## src/rtl/sd_pkg.sv

```systemverilog
// sd_pkg: shared types, constants and CRC helper for the SD block reader
package sd_pkg;

    typedef enum logic [2:0] {
        S_IDLE, S_CMD, S_R1, S_TOKEN, S_DATA, S_CRC, S_TRAIL, S_FINISH
    } state_t;

    localparam logic [2:0] ERR_OK            = 3'd0;
    localparam logic [2:0] ERR_R1_TIMEOUT    = 3'd1;
    localparam logic [2:0] ERR_R1_NONZERO    = 3'd2;
    localparam logic [2:0] ERR_TOKEN_TIMEOUT = 3'd3;
    localparam logic [2:0] ERR_DATA_TOKEN    = 3'd4;
    localparam logic [2:0] ERR_CRC           = 3'd5;

    localparam logic [7:0]  CMD17       = 8'h51;
    localparam logic [7:0]  START_TOKEN = 8'hFE;
    localparam logic [7:0]  FILL        = 8'hFF;
    localparam logic [15:0] CRC16_POLY  = 16'h1021;

    // Advance a CRC16 (MSB-first) by one whole byte.
    function automatic logic [15:0] crc16_byte(input logic [15:0] crc, input logic [7:0] din);
        logic [15:0] c;
        c = crc ^ {din, 8'h00};
        for (int i = 0; i < 8; i++)
            c = c[15] ? ((c << 1) ^ CRC16_POLY) : (c << 1);
        return c;
    endfunction

endpackage

```

## src/rtl/crc16_ccitt.sv

```systemverilog
// crc16_ccitt: byte-serial CRC16 (poly 0x1021, init 0) accumulator
module crc16_ccitt
    import sd_pkg::*;
(
    input  logic        clk,
    input  logic        reset_n,
    input  logic        i_clear,
    input  logic        i_en,
    input  logic [7:0]  i_din,
    output logic [15:0] o_crc
);

    logic [15:0] r_crc;

    // Clear wins over update so a new block always starts from zero.
    always_ff @(posedge clk) begin
        if (!reset_n || i_clear)
            r_crc <= '0;
        else if (i_en)
            r_crc <= crc16_byte(r_crc, i_din);
    end

    assign o_crc = r_crc;

endmodule

```

## src/rtl/sd_block_reader.sv

```systemverilog
// sd_block_reader: SPI-mode CMD17 single-block read sequencer
module sd_block_reader
    import sd_pkg::*;
#(
    parameter int R1_POLL_MAX    = 8,
    parameter int TOKEN_POLL_MAX = 4096,
    parameter bit BLOCK_ADDR     = 1'b1
) (
    input  logic        clk,
    input  logic        reset_n,
    input  logic        i_rd_start,
    input  logic [31:0] i_lba,
    output logic        o_busy,
    output logic        o_done,
    output logic [2:0]  o_err_code,
    output logic [7:0]  o_r1_out,
    output logic [7:0]  o_blk_data,
    output logic        o_blk_valid,
    output logic [8:0]  o_blk_idx,
    output logic        o_cs_req,
    output logic        o_spi_start,
    output logic [7:0]  o_spi_tx,
    input  logic [7:0]  i_spi_rx,
    input  logic        i_spi_done
);

    localparam int CW = $clog2(TOKEN_POLL_MAX) > 9 ? $clog2(TOKEN_POLL_MAX) : 9;

    state_t        r_state;
    logic [CW-1:0] r_cnt;
    logic [31:0]   r_arg;
    logic [7:0]    r_crc_hi;
    logic [2:0]    r_err;
    logic          r_busy, r_done, r_blk_valid, r_cs, r_spi_start;
    logic [2:0]    r_err_code;
    logic [7:0]    r_r1, r_blk_data, r_spi_tx;
    logic [8:0]    r_blk_idx;
    logic [15:0]   w_crc;
    logic [31:0]   w_arg;
    logic          w_crc_clear, w_crc_en;

    assign w_arg       = BLOCK_ADDR ? i_lba : {i_lba[22:0], 9'b0};
    assign w_crc_clear = (r_state == S_TOKEN) && i_spi_done && (i_spi_rx == START_TOKEN);
    assign w_crc_en    = (r_state == S_DATA) && i_spi_done;

    crc16_ccitt u_crc (
        .clk     (clk),
        .reset_n (reset_n),
        .i_clear (w_crc_clear),
        .i_en    (w_crc_en),
        .i_din   (i_spi_rx),
        .o_crc   (w_crc)
    );

    // Transaction sequencer; every output is registered and each spi_done
    // that needs a follow-up byte re-arms spi_start on the next cycle.
    always_ff @(posedge clk) begin
        if (!reset_n) begin
            r_state     <= S_IDLE;
            r_cnt       <= '0;
            r_arg       <= '0;
            r_crc_hi    <= '0;
            r_err       <= ERR_OK;
            r_busy      <= 1'b0;
            r_done      <= 1'b0;
            r_err_code  <= ERR_OK;
            r_r1        <= 8'hFF;
            r_blk_data  <= '0;
            r_blk_valid <= 1'b0;
            r_blk_idx   <= '0;
            r_cs        <= 1'b0;
            r_spi_start <= 1'b0;
            r_spi_tx    <= FILL;
        end else begin
            r_spi_start <= 1'b0;
            r_done      <= 1'b0;
            r_blk_valid <= 1'b0;
            case (r_state)
                S_IDLE: if (i_rd_start) begin
                    r_state     <= S_CMD;
                    r_busy      <= 1'b1;
                    r_cs        <= 1'b1;
                    r_err       <= ERR_OK;
                    r_err_code  <= ERR_OK;
                    r_arg       <= w_arg;
                    r_cnt       <= '0;
                    r_spi_start <= 1'b1;
                    r_spi_tx    <= CMD17;
                end
                S_CMD: if (i_spi_done) begin
                    r_spi_start <= 1'b1;
                    if (r_cnt == CW'(5)) begin
                        r_state  <= S_R1;
                        r_cnt    <= '0;
                        r_spi_tx <= FILL;
                    end else begin
                        r_cnt    <= r_cnt + 1'b1;
                        r_spi_tx <= (r_cnt == CW'(4)) ? FILL : r_arg[31:24];
                        r_arg    <= {r_arg[23:0], 8'h00};
                    end
                end
                S_R1: if (i_spi_done) begin
                    r_spi_start <= 1'b1;
                    r_spi_tx    <= FILL;
                    if (!i_spi_rx[7]) begin
                        r_r1    <= i_spi_rx;
                        r_cnt   <= '0;
                        r_state <= (i_spi_rx == 8'h00) ? S_TOKEN : S_TRAIL;
                        r_err   <= (i_spi_rx == 8'h00) ? ERR_OK : ERR_R1_NONZERO;
                    end else if (r_cnt == CW'(R1_POLL_MAX - 1)) begin
                        r_err   <= ERR_R1_TIMEOUT;
                        r_state <= S_TRAIL;
                    end else begin
                        r_cnt <= r_cnt + 1'b1;
                    end
                end
                S_TOKEN: if (i_spi_done) begin
                    r_spi_start <= 1'b1;
                    r_spi_tx    <= FILL;
                    if (i_spi_rx == START_TOKEN) begin
                        r_state <= S_DATA;
                        r_cnt   <= '0;
                    end else if (i_spi_rx[7:4] == 4'h0) begin
                        r_err   <= ERR_DATA_TOKEN;
                        r_state <= S_TRAIL;
                    end else if (r_cnt == CW'(TOKEN_POLL_MAX - 1)) begin
                        r_err   <= ERR_TOKEN_TIMEOUT;
                        r_state <= S_TRAIL;
                    end else begin
                        r_cnt <= r_cnt + 1'b1;
                    end
                end
                S_DATA: if (i_spi_done) begin
                    r_spi_start <= 1'b1;
                    r_blk_valid <= 1'b1;
                    r_blk_data  <= i_spi_rx;
                    r_blk_idx   <= r_cnt[8:0];
                    if (r_cnt[8:0] == 9'd511) begin
                        r_state <= S_CRC;
                        r_cnt   <= '0;
                    end else begin
                        r_cnt <= r_cnt + 1'b1;
                    end
                end
                S_CRC: if (i_spi_done) begin
                    r_spi_start <= 1'b1;
                    if (r_cnt == '0) begin
                        r_crc_hi <= i_spi_rx;
                        r_cnt    <= CW'(1);
                    end else begin
                        r_err   <= ({r_crc_hi, i_spi_rx} == w_crc) ? ERR_OK : ERR_CRC;
                        r_state <= S_TRAIL;
                    end
                end
                S_TRAIL: if (i_spi_done) begin
                    r_state    <= S_FINISH;
                    r_busy     <= 1'b0;
                    r_cs       <= 1'b0;
                    r_done     <= 1'b1;
                    r_err_code <= r_err;
                end
                default: r_state <= S_IDLE;
            endcase
        end
    end

    assign o_busy      = r_busy;
    assign o_done      = r_done;
    assign o_err_code  = r_err_code;
    assign o_r1_out    = r_r1;
    assign o_blk_data  = r_blk_data;
    assign o_blk_valid = r_blk_valid;
    assign o_blk_idx   = r_blk_idx;
    assign o_cs_req    = r_cs;
    assign o_spi_start = r_spi_start;
    assign o_spi_tx    = r_spi_tx;

endmodule

```

## config.mk

```make
export PLATFORM = sky130hd
export DESIGN_NAME = sd_block_reader
export DESIGN_NICKNAME = d
export VERILOG_FILES = /design/src/rtl/sd_pkg.sv /design/src/rtl/crc16_ccitt.sv /design/src/rtl/sd_block_reader.sv
export SDC_FILE = /design/constraint.sdc
export NUM_CORES = 1
export LEC_CHECK = 0
export ABC_AREA = 1
export CORE_MARGIN = 2
export CORE_UTILIZATION = 40
export CTS_BUF_LIST = sky130_fd_sc_hd__clkbuf_4 sky130_fd_sc_hd__clkbuf_8 sky130_fd_sc_hd__clkbuf_16
export DETAILED_ROUTE_END_ITERATION = 8
export DONT_BUFFER_PORTS = 1
export SLEW_MARGIN = 10
export SYNTH_ARGS = -nofsm -noshare
export SYNTH_HDL_FRONTEND = slang
export SYNTH_SLANG_ARGS = --single-unit
```

## constraint.sdc

```tcl
create_clock -name clk -period 2.65 [get_ports clk]
set_clock_uncertainty 0.1 [all_clocks]
set_input_delay 0.3975 -clock clk [delete_from_list [all_inputs] [get_ports clk]]
set_output_delay 0.3975 -clock clk [all_outputs]
set_load 0.02 [all_outputs]
```

=== After elaboration in Yosys (flattened, before gate mapping) ===
Cells that the tools add are included.

* Eq/ne operators: 33
* Add/subtract/negate cells: 1
* Bitwise operators: 10
* Reduce and logical (&&, ||, !) cells: 27
* Mux-type cells: 71

{| class="wikitable"
|+ Operators by type and width
! cell !! count
|-
| 12-bit two-way mux || 14
|-
| 13-bit two-way mux || 8
|-
| 32-bit two-way mux || 3
|-
| 3-bit two-way mux || 28
|-
| 12-bit one-hot mux with 6 select lines || 1
|-
| 32-bit one-hot mux with 2 select lines || 1
|-
| 8-bit two-way mux || 5
|-
| 12-bit by 3-bit equality test with 1-bit output (second input constant) || 3
|-
| 2-bit inequality test (second input constant) || 12
|-
| 3-bit NOT || 8
|-
| 8-bit one-hot mux with 3 select lines || 1
|-
| 3-bit one-hot mux with 7 select lines || 1
|-
| 16-bit equality test || 1
|-
| 16-bit XOR || 1
|-
| 12-bit by 1-bit adder with 12-bit output (second input constant) || 1
|-
| 12-bit equality test (second input constant) || 1
|-
| 12-bit logical NOT || 1
|-
| 3-bit inequality test (second input constant) || 4
|-
| 3-bit one-hot mux with 4 select lines || 1
|-
| 12-bit AND reduction || 1
|-
| 11-bit AND reduction || 1
|-
| 3-bit equality test (second input constant) || 3
|-
| 9-bit equality test (second input constant) || 1
|-
| 3-bit AND reduction || 3
|-
| other kinds (26) || 38
|}

* Output and inout port bits: 41
* Input port bits: 44
* Word-level logic and storage cells: 157
* Register bits: 114

=== Longest topological paths before layout ===
Gate-level depths: netlist of run 1.

* Word-level depth: 17
* Gate-level depth with buffers: 14
* Mapped depth without buffers: 14

=== By module ===
Synthesis of run 1 repeated with hierarchy kept, for this count alone.

* Cells, all modules: 857
* Area total of the unflattened synthesis: 5756.8 µm²

{| class="wikitable"
|+ Modules (own cells, without submodules)
! module !! area each (µm²) !! instances !! sequential area each (µm²) !! cells an instance
|-
| sd_block_reader || 4735.8 || 1 || 1961.9 || 682
|-
| crc16_ccitt || 1021.0 || 1 || 320.3 || 175
|}

=== Worst setup path after synthesis of run 1 ===
No wires, ideal clock.

* Path type: reg2reg
* Start: reg r_cnt[0]
* End: reg r_state[0]
* Period minus slack after synthesis: 1.902 ns
* Required time: 2.486 ns
* Stages on the path, launching flop included: 15
* Library setup time: 0.064 ns
* Data arrival time: 1.738 ns
* Path buffers: 0
* Slack: 0.748 ns
* Cell sequence: dfxtp_1 ha_1 nand3_1 nor2_1 nand2_1 inv_1 ha_1 inv_1 nand2_1 nand2_1 nor2_2 nand3_1 nand2_1 inv_1 nor2_1

* Word-level cells in the longest chain between the ends: 3

{| class="wikitable"
|+ RTL lines
! item !! RTL line !! text
|-
| start, declared || sd_block_reader.sv:30 || <nowiki>logic [CW-1:0] r_cnt;</nowiki>
|-
| start signal, assigned || sd_block_reader.sv:97 || <nowiki>r_cnt <= r_cnt + 1'b1;</nowiki>
|-
| start signal, assigned || sd_block_reader.sv:114 || <nowiki>r_cnt <= r_cnt + 1'b1;</nowiki>
|-
| start signal, assigned || sd_block_reader.sv:130 || <nowiki>r_cnt <= r_cnt + 1'b1;</nowiki>
|-
| 12-bit equality test (tied with other cells) || sd_block_reader.sv:126 || <nowiki>end else if (r_cnt == CW'(TOKEN_POLL_MAX - 1)) begin</nowiki>
|-
| 4-bit by 1-bit inequality test with 1-bit output (no source line) (tied with other cells) || -- ||
|-
| 12-bit AND reduction (no source line) (*) || -- ||
|-
| end signal, assigned || sd_block_reader.sv:108 || <nowiki>r_state <= (i_spi_rx == 8'h00) ? S_TOKEN : S_TRAIL;</nowiki>
|-
| end, declared || sd_block_reader.sv:29 || <nowiki>state_t r_state;</nowiki>
|}

Mark *: on every way between the ends. The rest lies on a longest branch, timed or not.
A chain may end at the register's enable or synchronous reset.

=== Worst setup path in the final report of run 1 ===
* Start: reg r_cnt[0]
* End: reg r_cnt[10]

* Word-level cells in the longest chain between the ends: 6

{| class="wikitable"
|+ RTL lines
! item !! RTL line !! text
|-
| 12-bit by 1-bit adder with 12-bit output || -- ||
|-
| 12-bit two-way mux || sd_block_reader.sv:126 ||
|-
| 12-bit two-way mux || sd_block_reader.sv:123 || <nowiki>end else if (i_spi_rx[7:4] == 4'h0) begin</nowiki>
|-
| 12-bit two-way mux || sd_block_reader.sv:120 || <nowiki>if (i_spi_rx == START_TOKEN) begin</nowiki>
|-
| 12-bit two-way mux || sd_block_reader.sv:117 || <nowiki>S_TOKEN: if (i_spi_done) begin</nowiki>
|-
| 12-bit one-hot mux with 6 select lines || sd_block_reader.sv:78 || <nowiki>case (r_state)</nowiki>
|}

Several ways; a longest one is shown, not always the timed one. The select of a mux whose other input is x is not followed.

==> flow_summary_export.csv, run 1 <==
group,metric,value,unit
setup_path,arrival,2.57,ns
timing,finalSetupViolCount,0,
clock_tree,cts_buffer_depth,2,
global_route,groute.usage.overall,20.3,%
logic_synthesis,ys_ff_latch,114,
timing,max_freq,426,MHz
drt,drc,0,
clock_tree,numCtsBuffers,17,
setup_path,rr_startpoint,"r_cnt[0]",
drt,drt_iter0_drc,385,
floorplan,fp.dieW,125,µm
global_route,grt_pass1_wl,25.3,mm
cells_and_area,multi_input_area,2980,µm²
drt,m1WireLength,7.29,mm
timing,hold_viol_final,0,
cells_and_area,fin_nets,937,
clock_tree,clk_latency,0.43,ns
logic_synthesis,yosysWarnings,0,
floorplan,die_h,125,µm
timing,drv_slew,0,
place,hpwl,10.3,mm
setup_path,critPathMaxStageDelay,0.41,ns
cells_and_area,diodes,0,
logic_synthesis,synth_edf_count,0,
clock_tree,cts_resized,0,
clock_tree,cts_tree,"yes",
floorplan,die_area,15600,µm²
logic_synthesis,synthCells,894,
pwr,p_leak,3.00,nW
pwr,p_sw_share,40.5,%
drt,highest_layer,"met4",
drt,first_pass_iters,5,
clock_tree,cts.sinks,114,
setup_path,worst_setup_path_end_kind,"flip-flop",
drt,drtAntennaViolNets,0,
global_route,grt_pass1_vias,4949,
logic_synthesis,async_flop_share,0,%
global_route,grt_max_degree,41,
clock_tree,cts_root_buf,"clkbuf_16",
hold_path,hold_class,"in2reg",
drt,met2WireLength,6.94,mm
clock_tree,clk_pin_slew_worst_paths,0.06,ns
setup_path,cp_top_family,"simple AND/OR/NAND/NOR gates",
cells_and_area,syn2layout_area_growth,11.9,%
pwr,power_frac_comb,31.8,%
pwr,finalPower,7.02,mW
timing,fin_crit,2.35,ns
setup_path,path_buf_inv,1,
place,io_buffers,0,
floorplan,placementRows,44,
logic_synthesis,synth.yosys.seq_area_share,39.0,%
floorplan,coreArea,14400,µm²
setup_path,crit_path_top_delay_cell,"nor3b_1",
place,gp_congestion,0.882,
pwr,p_clk_share,30.8,%
setup_path,crit_cells,10,
setup_path,startpoint,"r_cnt[0]",
clock_tree,cts_hold_buf,4,
cells_and_area,fillers,1532,
setup_path,r2r-end,"r_cnt[10]",
flow_run,maxCapViolCount,0,
timing,rsz0062_at_grt,"false",
drt,vias,5387,
logic_synthesis,synthTopCellsByArea,"dfxtp_1 (39%), nand2_1 (17%), nor2_1 (7.5%)",
logic_synthesis,yosys-top-cells-count,"nand2_1 (261), nor2_1 (117), dfxtp_1 (114)",
clock_tree,htree_levels,4,
timing,fin_crit_sh,88.5,%
timing,worstMarginPinSlew,1.00,ns
setup_path,r2r_slack,0.30,ns
global_route,grt-ovfl-total,0,
cells_and_area,register_area,2280,µm²
setup_path,cp_common_cell,"nand2_1",
global_route,antenna_found_initial,0,
drt,dr_wl_met3,804,µm
pwr,p_per_area,1070,nW/µm²
pwr,p_int,4.18,mW
logic_synthesis,synth_area,5850,µm²
setup_path,cp.required,2.87,ns
logic_synthesis,syn_area_per_cell,6.54,µm²
setup_path,crit_chain,"inv_1 > ha_1 > nor3b_1 > nand2_1 > nand2_1 > nand3_1 > nor2_4 > nand2_1 > nand2_1 > nor2_1",
setup_path,start_kind,"flip-flop",
setup_path,cp_max_fo,17,
clock_tree,post_cts_buffers,0,
floorplan,initial_utilization,40.5,%
pwr,p_switching,2.84,mW
drt,wirelength,15.2,mm
timing,finalSetupTns,0,ns
setup_path,crit_type,"reg2reg",
logic_synthesis,yosys.cell_count.top_type,"nand2_1",
setup_path,endpoint,"r_cnt[10]",
drt,routed_via_density,4.96,
floorplan,ios,85,
pwr,seqPwrFrac,37.4,%
setup_path,r2r_cells,10,
pwr,ir_worst_vdd,0.000513,V
logic_synthesis,syn-num-nets,942,
cells_and_area,layout-drive-gt1-share,6.76,%
logic_synthesis,synth_top_cell_area_share,39.0,%
timing,max-slew-margin-rel,32.9,%
logic_synthesis,synth_flop_cell,"dfxtp_1",
logic_synthesis,synthDistinctLibCells,35,
drt,wl_per_cell,14.0,µm
logic_synthesis,synth.largest_area_cell,"dfxtp_1",
run_status,status,"complete, no violations",
[stage by stage]
step,area (µm²),hold WS (ns),cells,utilization [%],setup slack (ns)
global route,6540,0.0209,1086,45.3,0.105
floorplan,5850,0.344,894,-,0.748
global placement,5940,0.353,1050,41.2,0.391
CTS,6540,0.0000868,1086,45.3,0.335
detailed placement,5940,0.357,1050,41.2,0.367
finish,6540,0.0209,1086,45.3,0.303
[worst register-to-register path, delay by kind of cell (launching register included)]
family,cells,cell delay (ns)
buffers and inverters,1,0.18
adder cells (fa/ha/maj),1,0.25
AND/OR/NAND/NOR,8,1.34
flip-flops,1,0.37
[area by class of cell]
type	instances	area share (%)
clock buffers	17	6.50
clock inverters	15	2.09
multi-input cells	643	45.6
repair buffers	13	1.65
inverters	100	5.78
flip-flops and latches	114	34.9
well taps	184	3.52
[power by group through the flow]
| stage | logic [mW] | registers, mW | clock network (mW) |
|---|---|---|---|
| 2_1_floorplan | 1.87 | 2.55 | 0 |
| 3_3_place_gp | 2.19 | 2.66 | 0 |
| 3_5_place_dp | 2.20 | 2.66 | 0 |
| 4_1_cts | 2.23 | 2.63 | 2.20 |
| 5_1_grt | 2.58 | 2.69 | 2.28 |
| 6_report | 2.23 | 2.63 | 2.16 |
[how the worst min path moves through the flow]
| stage | end | slack (ns) | from | cells past startpoint |
|---|---|---|---|---|
| after floorplan | r_arg[0] | 0.34 | r_arg[0] | 2 |
| after global placement | r_arg[7] | 0.35 | r_arg[7] | 2 |
| after detailed placement | r_arg[7] | 0.36 | r_arg[7] | 2 |
| after CTS | r_crc_hi[5] | 0.00009 | reset_n | 2 |
| after global routing | r_crc_hi[3] | 0.02 | reset_n | 2 |
| final | r_arg[4] | 0.02 | i_lba[4] | 2 |
[cell families after synthesis]
logic type,share of synthesized area [%]
buffers and inverters,9.97
flip-flops,39.0
XOR/XNOR,3.30
AND/OR/NAND/NOR,31.8
adder cells (fa/ha/maj),0.856
AO/OA/AOI/OAI,15.0
[layer usage]
layer	vias up	GRT usage [%]
met3	19	5.15
li1	2830	-
met4	0	7.06
met2	109	32.5
met5	-	0
met1	2429	26.7
[state kept, by name, summed over array words and instances, names as in the netlist]
| signal | flops |
|---|---|
| o_blk_data | 8 |
| o_blk_idx | 9 |
| o_blk_valid | 1 |
| o_cs_req | 1 |
| o_done | 1 |
| o_err_code | 3 |
| o_r1_out | 8 |
| o_spi_start | 1 |
| o_spi_tx | 8 |
| r_arg | 32 |
| r_cnt | 12 |
| r_crc_hi | 8 |
| r_err | 3 |
| r_state | 3 |
| u_crc.o_crc | 16 |
[cell usage in the layout, fill, tap and decap left out, types with 2 or more instances in the layout]
cell | synthesis | layout
inv_1 | 95 | 95
o211ai_1 | 7 | 7
clkinvlp_4 | 0 | 4
o21ai_0 | 74 | 74
nand2_1 | 261 | 261
buf_4 | 4 | 9
clkinv_2 | 0 | 3
nand3_1 | 50 | 50
a21oi_2 | 2 | 2
nor2_4 | 3 | 3
nand4_1 | 9 | 9
inv_2 | 4 | 4
clkinv_4 | 0 | 4
dfxtp_1 | 114 | 114
o21ai_1 | 6 | 6
nor2_2 | 3 | 3
ha_1 | 4 | 4
xnor2_1 | 13 | 13
a21oi_1 | 67 | 67
o21ai_2 | 2 | 2
clkbuf_16 | 0 | 17
nor3_1 | 6 | 6
inv_6 | 0 | 3
nor2_1 | 117 | 117
xor2_1 | 9 | 9
nand2_4 | 2 | 2
dlygate4sd3_1 | 0 | 4
Power figures use the tool's default switching activity.
==> run 2: changes to the inputs <==
--- a/config.mk
+++ b/config.mk
@@ -7,7 +7,7 @@
 export LEC_CHECK = 0
 export ABC_AREA = 1
 export CORE_MARGIN = 2
-export CORE_UTILIZATION = 40
+export CORE_UTILIZATION = 50
 export CTS_BUF_LIST = sky130_fd_sc_hd__clkbuf_4 sky130_fd_sc_hd__clkbuf_8 sky130_fd_sc_hd__clkbuf_16
 export DETAILED_ROUTE_END_ITERATION = 8
 export DONT_BUFFER_PORTS = 1
==> run 2 against run 1 <==
  * Register-to-register slack lost 0.03 ns
  * Clock power grew 9%
  * Global-route usage grew 4.2 points
  * Largest power group unchanged
  * Routed wire length shrank 0.64%
  * Final cell count shrank 4.1%
  * Setup slack lost 0.033 ns
  * Non-clock buffer count shrank 2
  * Worst hold slack gained 0.0026 ns
  * Utilization grew 12 points
  * Die area shrank 19%
  * Via count grew 2.6%
==> flow_summary_export.csv, run 2 (synthesis gave the netlist of run 1 again) <==
group,metric,value,unit
run_status,status,"complete, no violations",
place,hpwl,10.5,mm
place,gp_congestion,0.894,
timing,whs,0.0234,ns
clock_tree,numCtsBuffers,17,
cells_and_area,layout-drive-gt1-share,6.68,%
drt,first_pass_iters,8,
cells_and_area,diodes,0,
floorplan,initial_utilization,51.2,%
clock_tree,clk_pin_slew_worst_paths,0.05,ns
timing,max_freq,420,MHz
setup_path,arrival,2.59,ns
hold_path,hold_class,"in2reg",
hold_path,holdCritStartpoint,"reset_n",
cells_and_area,fillers,1141,
setup_path,crit_path_top_delay_cell,"dfxtp_1",
floorplan,coreArea,11400,µm²
clock_tree,cts_root_buf,"clkbuf_16",
clock_tree,clk_latency,0.42,ns
timing,rsz0062_at_grt,"false",
clock_tree,cts_buffer_depth,2,
setup_path,crit_cells,9,
timing,worstMarginPinSlew,0.663,ns
pwr,p_per_area,1110,nW/µm²
setup_path,cp_top_family,"simple AND/OR/NAND/NOR gates",
drt,drc,0,
clock_tree,htree_levels,4,
timing,fin_crit,2.38,ns
timing,fin_crit_sh,89.8,%
setup_path,critPathMaxStageDelay,0.56,ns
setup_path,worst_setup_path_end_kind,"flip-flop",
setup_path,rr_startpoint,"r_state[2]",
cells_and_area,multi_input_area,2990,µm²
setup_path,path_buf_inv,3,
drt,drt_iter0_drc,464,
cells_and_area,final_common_cell,"nand2_1",
global_route,grt_max_degree,60,
timing,finalSetupViolCount,0,
cells_and_area,final_cell_mix,"nand2_1 (261), nor2_1 (117), dfxtp_1 (113)",
drt,routed_via_density,5.31,
cells_and_area,register_area,2280,µm²
global_route,grt_pass1_vias,5063,
global_route,antenna_found_initial,0,
cells_and_area,syn2layout_area_growth,11.6,%
clock_tree,cts.sinks,114,
place,io_buffers,0,
cells_and_area,largest_register_ffs,32,
timing,drv_slew,0,
setup_path,crit_chain,"inv_4 > nand2_4 > nor2_1 > inv_1 > nand2_1 > a21oi_4 > inv_2 > nor2_1 > nor2_1",
setup_path,cp_max_fo,32,
cells_and_area,regMostFlops,"r_arg",
setup_path,r2r-end,"r_arg[17]",
floorplan,die_area,12600,µm²
floorplan,placementRows,39,
clock_tree,cts_tree,"yes",
global_route,grt-ovfl-total,0,
cells_and_area,fin_nets,936,
setup_path,r2r_slack,0.27,ns
setup_path,r2r_cells,9,
drt,drtAntennaViolNets,0,
timing,finalSetupTns,0,ns
pwr,p_leak,3.03,nW
setup_path,start_kind,"flip-flop",
global_route,groute.usage.overall,24.5,%
pwr,ir_worst_vdd,0.000600,V
drt,wirelength,15.1,mm
drt,wl_per_cell,14.5,µm
setup_path,crit_type,"reg2reg",
floorplan,die_h,112,µm
timing,max-slew-margin-rel,55.8,%
floorplan,fp.dieW,112,µm
setup_path,cp.required,2.86,ns
cells_and_area,post-route-util,57.2,%
global_route,grt_pass1_wl,24.8,mm
setup_path,cp_common_cell,"nor2_1",
setup_path,startpoint,"r_state[2]",
timing,hold_viol_final,0,
hold_path,hold_end,"r_arg[21]",
drt,vias,5527,
hold_path,hold_path_depth,2,
flow_run,maxCapViolCount,0,
floorplan,ios,85,
run 2: cell count changes in the layout (fill, tap and decap cells not counted), moves of 2 or more:
cell	previous run	this run
dlygate4sd3_1	4	2
clkbuf_8	0	5
clkbuf_4	0	2
clkinvlp_4	4	0
inv_6	3	0
bufinv_16	1	3
clkinv_4	4	0
run 2: how the worst max path moves through the flow:
stage,to,slack (ns)
after floorplan,r_state[0],0.75
after global placement,r_arg[18],0.20
after detailed placement,r_arg[12],0.11
after CTS,r_arg[12],0.09
after global routing,r_arg[12],0.01
final,r_arg[17],0.27
run 2: repair_timing:
item / in CTS / in global routing
gates resized for setup: 0 / 1
endpoints found under the hold margin: 13 / 0
hold buffers: 2 / 0
buffers inserted: 0 / 0
setup endpoints to repair: 0 / 34
run 2: area by class of cell:
type | count | share of cell area, %
multi-input combinational | 644 | 45.8
clock buffer | 24 | 7.80
clock inverter | 5 | 1.53
inverter | 100 | 5.79
sequential | 114 | 35.0
timing repair buffer | 11 | 1.34
tap | 143 | 2.74
run 2: metrics by stage:
step,area (µm²),worst slack [ns],instances,power (mW)
after global placement,5890,0.197,1009,4.81
final,6530,0.271,1041,7.25
after floorplan,5850,0.748,894,4.42
after global routing,6530,0.0109,1041,7.75
after CTS,6520,0.0928,1040,7.23
after detailed placement,5890,0.108,1009,4.85
run 2: where the power goes:
group / internal (mW) / leakage (nW) / switching (mW) / total, mW
Sequential: 2.17 / 0.933 / 0.466 / 2.63
Combinational: 0.712 / 1.79 / 1.55 / 2.26
Clock: 1.60 / 0.305 / 0.752 / 2.35
Total: 4.48 / 3.03 / 2.77 / 7.25
run 2: metal layers:
metal	share of wire, %	vias to the layer above	track usage, %
met2	43	178	37.4
met4	1.9	0	9.59
li1	-	2829	-
met1	48	2493	33.1
met5	0	-	0
met3	7.6	27	6.75
==> patch 1: new RTL, flow settings as in run 2 <==
Re-encode `state_t` (8 states) as one-hot, 8 bits wide.
--- a/src/rtl/sd_pkg.sv
+++ b/src/rtl/sd_pkg.sv
@@ -2,6 +2,6 @@
 package sd_pkg;
 
-    typedef enum logic [2:0] {
-        S_IDLE, S_CMD, S_R1, S_TOKEN, S_DATA, S_CRC, S_TRAIL, S_FINISH
+    typedef enum logic [7:0] {
+        S_IDLE = 8'b00000001, S_CMD = 8'b00000010, S_R1 = 8'b00000100, S_TOKEN = 8'b00001000, S_DATA = 8'b00010000, S_CRC = 8'b00100000, S_TRAIL = 8'b01000000, S_FINISH = 8'b10000000
     } state_t;
 
Behaviour: no difference found for any inputs over 4 cycles, from zero or initial values and one cycle with reset_n low; so few cycles prove little.
==> patch 1 against run 2 <==
  * Sequential cell count rose by 5
  * Sequential share of layout area is 0.40 points higher
  * Setup slack got worse by 0.027 ns
  * Via count barely moved
  * Synthesized area grew 3.8%
  * Routed wire length is 1.7% higher
  * Final cell count shrank 0.67%
  * Power up 1.2%
  * Non-clock buffer count stayed put
  * Synthesized cell count is 1.0% lower
  * Design area increased by 3.1%
  * Critical path type unchanged
  * Largest cell class unchanged
==> patch 1: results (changes against run 2) <==
[run_status]
status=completed  ; unchanged

[synth]
synthAdderAreaFrac=0.00825  ; was 0.00856
synth_area_per_cell_sq_um=6.85  ; was 6.54 sq um
synthTopCellsByCount=nand2_1 (234), nor2_1 (121), dfxtp_1 (119)  ; was nand2_1 (261), nor2_1 (117), dfxtp_1 (114)
synth_compound_gate_area_share=0.151  ; was 0.150
synth_area_leaders=dfxtp_1 (39%), nand2_1 (14%), nor2_1 (7.5%)  ; was dfxtp_1 (39%), nand2_1 (17%), nor2_1 (7.5%)
synth_cell_types=37  ; was 35
ys_seq_area_frac=0.393  ; was 0.390
synthXorXnorAreaFrac=0.0332  ; was 0.0330
syn-num-nets=933  ; was 942

[grt]
grt_util_met2=0.358  ; was 0.374
grt_usage=0.244  ; was 0.245
grt_pass1_wl_microns=25200  ; was 24800 microns
met1_usage=0.346  ; was 0.331
grt_max_degree=71  ; was 60
grtUsageMet3=0.0630  ; was 0.0675
grt_pass1_vias=5025  ; was 5063

[clock_network]
postCtsHoldBufs=3  ; was 2
clkTransAtPathRegs_ns=0.05  ; about the same
insertion_delay_ns=0.42  ; about the same
ctsResizeCount=0  ; unchanged

[drt]
wl_met3_microns=828  ; was 1140 microns
vias_per_cell=5.34  ; was 5.31
wirelength_microns=15400  ; was 15100 microns
drtIter0Drc=469  ; was 464
firstDrtPassIters=5  ; was 8
wl_met1_microns=7540  ; was 7250 microns
met2_length_microns=6720  ; was 6470 microns

[worst_setup_path]
path_delay_family=simple AND/OR/NAND/NOR gates  ; unchanged
max_stage_delay_ns=0.42  ; was 0.56 ns
crit_fanout=7  ; was 32

[placement]
hpwlAfterDp_microns=10700  ; was 10500 microns
dpl-instance-area_sq_um=6100  ; was 5890 sq um
gp_congestion=0.916  ; was 0.894
pre_cts_slack_ns=0.198  ; was 0.108 ns

[layout]
fillers=1156  ; was 1141
fin_cells=1034  ; was 1041
largest_reg_flops=32  ; unchanged
fin_nets=923  ; was 936
top_register=r_arg  ; unchanged
drive_gt1_frac=0.115  ; was 0.0668

[power]
p_clk_frac=0.317  ; was 0.325
swShare=0.380  ; was 0.382
power.internal_mw=4.55  ; was 4.48 mW
vdd_ir_drop_max_mv=0.634  ; was 0.600 mV
comb_power_mw=2.57  ; was 2.26 mW
p_leak_nw=2.98  ; was 3.03 nW

[min_path]
hold_class=input pin to flip-flop  ; unchanged

[sta]
timing.max_slew.rel_slack=0.262  ; was 0.558

-- patch 1: cell families after synthesis --
kind of cell	Yosys count
buffers and inverters	108
AOI/OAI and AO/OA	169
and+or+nand+nor	462
DFF	119
xor gates and xnor gates	23
adders and majority gates	4
-- patch 1: final timing paths --
kind	startpoint	endpoint	slack (ns)	depth (start not counted)
worst max-delay path	r_cnt[0]	r_cnt[9]	0.24	15
worst min-delay path	reset_n	r_arg[28]	0.02	2
worst max register to register	r_cnt[0]	r_cnt[9]	0.24	15
worst min register to register	r_crc_hi[1]	r_crc_hi[1]	0.37	2
-- patch 1: layout make-up --
type,count,area (sq um),area share
Inverter,68,258,0.0383
Sequential cell,119,2380,0.354
Multi-Input combinational cell,658,3200,0.476
Timing Repair Buffer,11,103,0.0152
Clock buffer,22,475,0.0706
Tap cell,147,184,0.0273
Clock inverter,9,125,0.0186
==> patch 2: new RTL, flow settings as in run 2 <==
Without the edit above. Set the parameter `BLOCK_ADDR` to 1'b0 (it was 1'b1).
--- a/src/rtl/sd_block_reader.sv
+++ b/src/rtl/sd_block_reader.sv
@@ -5,5 +5,5 @@
     parameter int R1_POLL_MAX    = 8,
     parameter int TOKEN_POLL_MAX = 4096,
-    parameter bit BLOCK_ADDR     = 1'b1
+    parameter bit BLOCK_ADDR     = 1'b0
 ) (
     input  logic        clk,
Behaviour: not the same (Yosys sat finds a counterexample within 4 cycles, from zero or initial values and one cycle with reset_n low).
==> patch 2 against run 2 <==
  * Power decreased by 26%
  * Largest power group unchanged
  * Sequential power down 11%
  * Sequential cell count fell by 9
  * Design area decreased by 15%
  * Final cell count is 12% lower
  * Setup slack better by 0.095 ns
  * Fmax up 4.1%
  * Non-clock buffer count shrank 2
  * Largest cell class unchanged
  * Highest routed layer unchanged
  * Routed wire length decreased by 16%
  * Synthesized area down 9.4%
==> patch 2: results (changes against run 2) <==
[clock_network]
cts-root-buf=clkbuf_8  ; was clkbuf_16
cts_setup_buffers=0  ; unchanged
clockBufferDepth=2  ; unchanged
clkTransAtPathRegs_ns=0.10  ; was 0.05 ns
ctsResizeCount=0  ; unchanged
insertion_delay_ns=0.37  ; was 0.42 ns
numCtsBuffers=9  ; was 17
cts_max_level=3  ; was 4
postCtsHoldBufs=1  ; was 2

[synth]
synth_area_leaders=dfxtp_1 (40%), nand2_1 (15%), a21oi_1 (8.2%)  ; was dfxtp_1 (39%), nand2_1 (17%), nor2_1 (7.5%)
ys_seq_area_frac=0.397  ; was 0.390
synth-main-ff-cell=dfxtp_1  ; unchanged
syn-num-nets=833  ; was 942
synth_cell_types=32  ; was 35
synth-async-reset-ratio=0  ; unchanged
synthTopCellsByCount=nand2_1 (208), dfxtp_1 (105), inv_1 (93)  ; was nand2_1 (261), nor2_1 (117), dfxtp_1 (114)

[power]
p_leak_nw=2.48  ; was 3.03 nW
swShare=0.414  ; was 0.382
vdd_ir_drop_max_mv=0.468  ; was 0.600 mV

[worst_setup_path]
worstPathArrival_ns=2.46  ; was 2.59 ns
crit_fanout=10  ; was 32
timing.rr.start=r_cnt[0]  ; was r_state[2]
worst-setup-path-type=flip-flop to flip-flop  ; unchanged

[layout]
top_register=r_arg  ; unchanged
drive_gt1_frac=0.0720  ; was 0.0668
largest_reg_flops=23  ; was 32
fin_nets=822  ; was 936
fillers=1058  ; was 1141
antenna_cells=0  ; unchanged

[sta]
setup_viol=0  ; unchanged
timing.max_slew.rel_slack=0.597  ; was 0.558

[grt]
grtUsageMet3=0.0316  ; was 0.0675
grt_usage=0.228  ; was 0.245
grt_pass1_vias=4438  ; was 5063
grt_util_met2=0.375  ; was 0.374
grt_max_degree=62  ; was 60
met1_usage=0.305  ; was 0.331
grt_pass1_wl_microns=20800  ; was 24800 microns

[drt]
vias=4793  ; was 5527
drtIter0Drc=283  ; was 464
firstDrtPassIters=5  ; was 8
wire_per_inst_microns=13.8  ; was 14.5 microns

[min_path]
worstHoldStart=reset_n  ; unchanged
hold_class=input pin to flip-flop  ; unchanged

[placement]
port_buffers=0  ; unchanged
hpwlAfterDp_microns=9130  ; was 10500 microns
gp_congestion=0.899  ; was 0.894

[run_status]
status=completed  ; unchanged

[patch 2: cell count changes in the layout (fill, tap and decap cells not counted), moves of 4 or more]
cell       delta
a21oi_1      +20
clkbuf_16    -17
clkbuf_8      +5
dfxtp_1       -8
nand2_1      -53
nand2_2       +5
nand3_1      -10
nand3_2       +6
nor2_1       -46
o21ai_0      -12
or2_2         +4
[patch 2: per-layer routing]
metal / share of wire / vias up / wire length (microns)
li1: - / 2476 / -
met1: 0.47 / 2202 / 5960
met2: 0.46 / 98 / 5860
met3: 0.047 / 17 / 594
met4: 0.019 / 0 / 236
met5: 0 / - / 0
[patch 2: kinds of logic after synthesis]
| logic type | Yosys count | synth area share |
|---|---|---|
| buffers and inverters | 132 | 0.106 |
| and+or+nand+nor | 349 | 0.278 |
| DFF | 105 | 0.397 |
| adders and majority gates | 4 | 0.00945 |
| xor gates and xnor gates | 22 | 0.0364 |
| AOI/OAI and AO/OA | 173 | 0.174 |
[patch 2: worst max-delay path: stages, from the launching register on]
cell and delay, ns:
dfxtp_1 0.44, ha_1 0.23, nand2_1 0.08, inv_1 0.09, nand2_1 0.07, nor3_1 0.17, ha_1 0.18, inv_1 0.04
nand2_1 0.07, nand2_1 0.05, inv_1 0.08, nand3_2 0.22, nand2_1 0.14, nand2_1 0.08, nor2_1 0.10, nor2_1 0.05
[patch 2: layout make-up]
| cell class | instances | share of cell area |
|---|---|---|
| multi-input cells | 548 | 0.473 |
| clock buffers | 10 | 0.0247 |
| flip-flops and latches | 105 | 0.377 |
| repair buffers | 9 | 0.0126 |
| well taps | 136 | 0.0305 |
| inverters | 101 | 0.0684 |
| clock inverters | 5 | 0.0144 |
[patch 2: power groups by stage]
| stage | logic (mW) | registers, mW | clock network [mW] |
|---|---|---|---|
| final | 1.94 | 2.35 | 1.09 |
| after CTS | 1.94 | 2.35 | 1.12 |
| after global routing | 2.24 | 2.40 | 1.17 |
| after global placement | 1.90 | 2.38 | 0 |
| after floorplan | 1.69 | 2.30 | 0 |
| after detailed placement | 1.93 | 2.39 | 0 |
[patch 2: through the flow]
stage / cells / instance area [sq um] / setup WS (ns)
floorplan: 785 / 5300 / 0.746
global placement: 898 / 5350 / 0.441
detailed placement: 898 / 5350 / 0.400
CTS: 914 / 5580 / 0.377
global route: 914 / 5580 / 0.0777
finish: 914 / 5580 / 0.366
[patch 2: worst paths after layout]
| check | endpoint | slack, ns | cells past startpoint |
|---|---|---|---|
| hold reg to reg | r_arg[20] | 0.36 | 2 |
| hold / removal | o_r1_out[0] | 0.03 | 1 |
| setup reg to reg | r_cnt[7] | 0.37 | 15 |
| setup / recovery | r_cnt[7] | 0.37 | 15 |
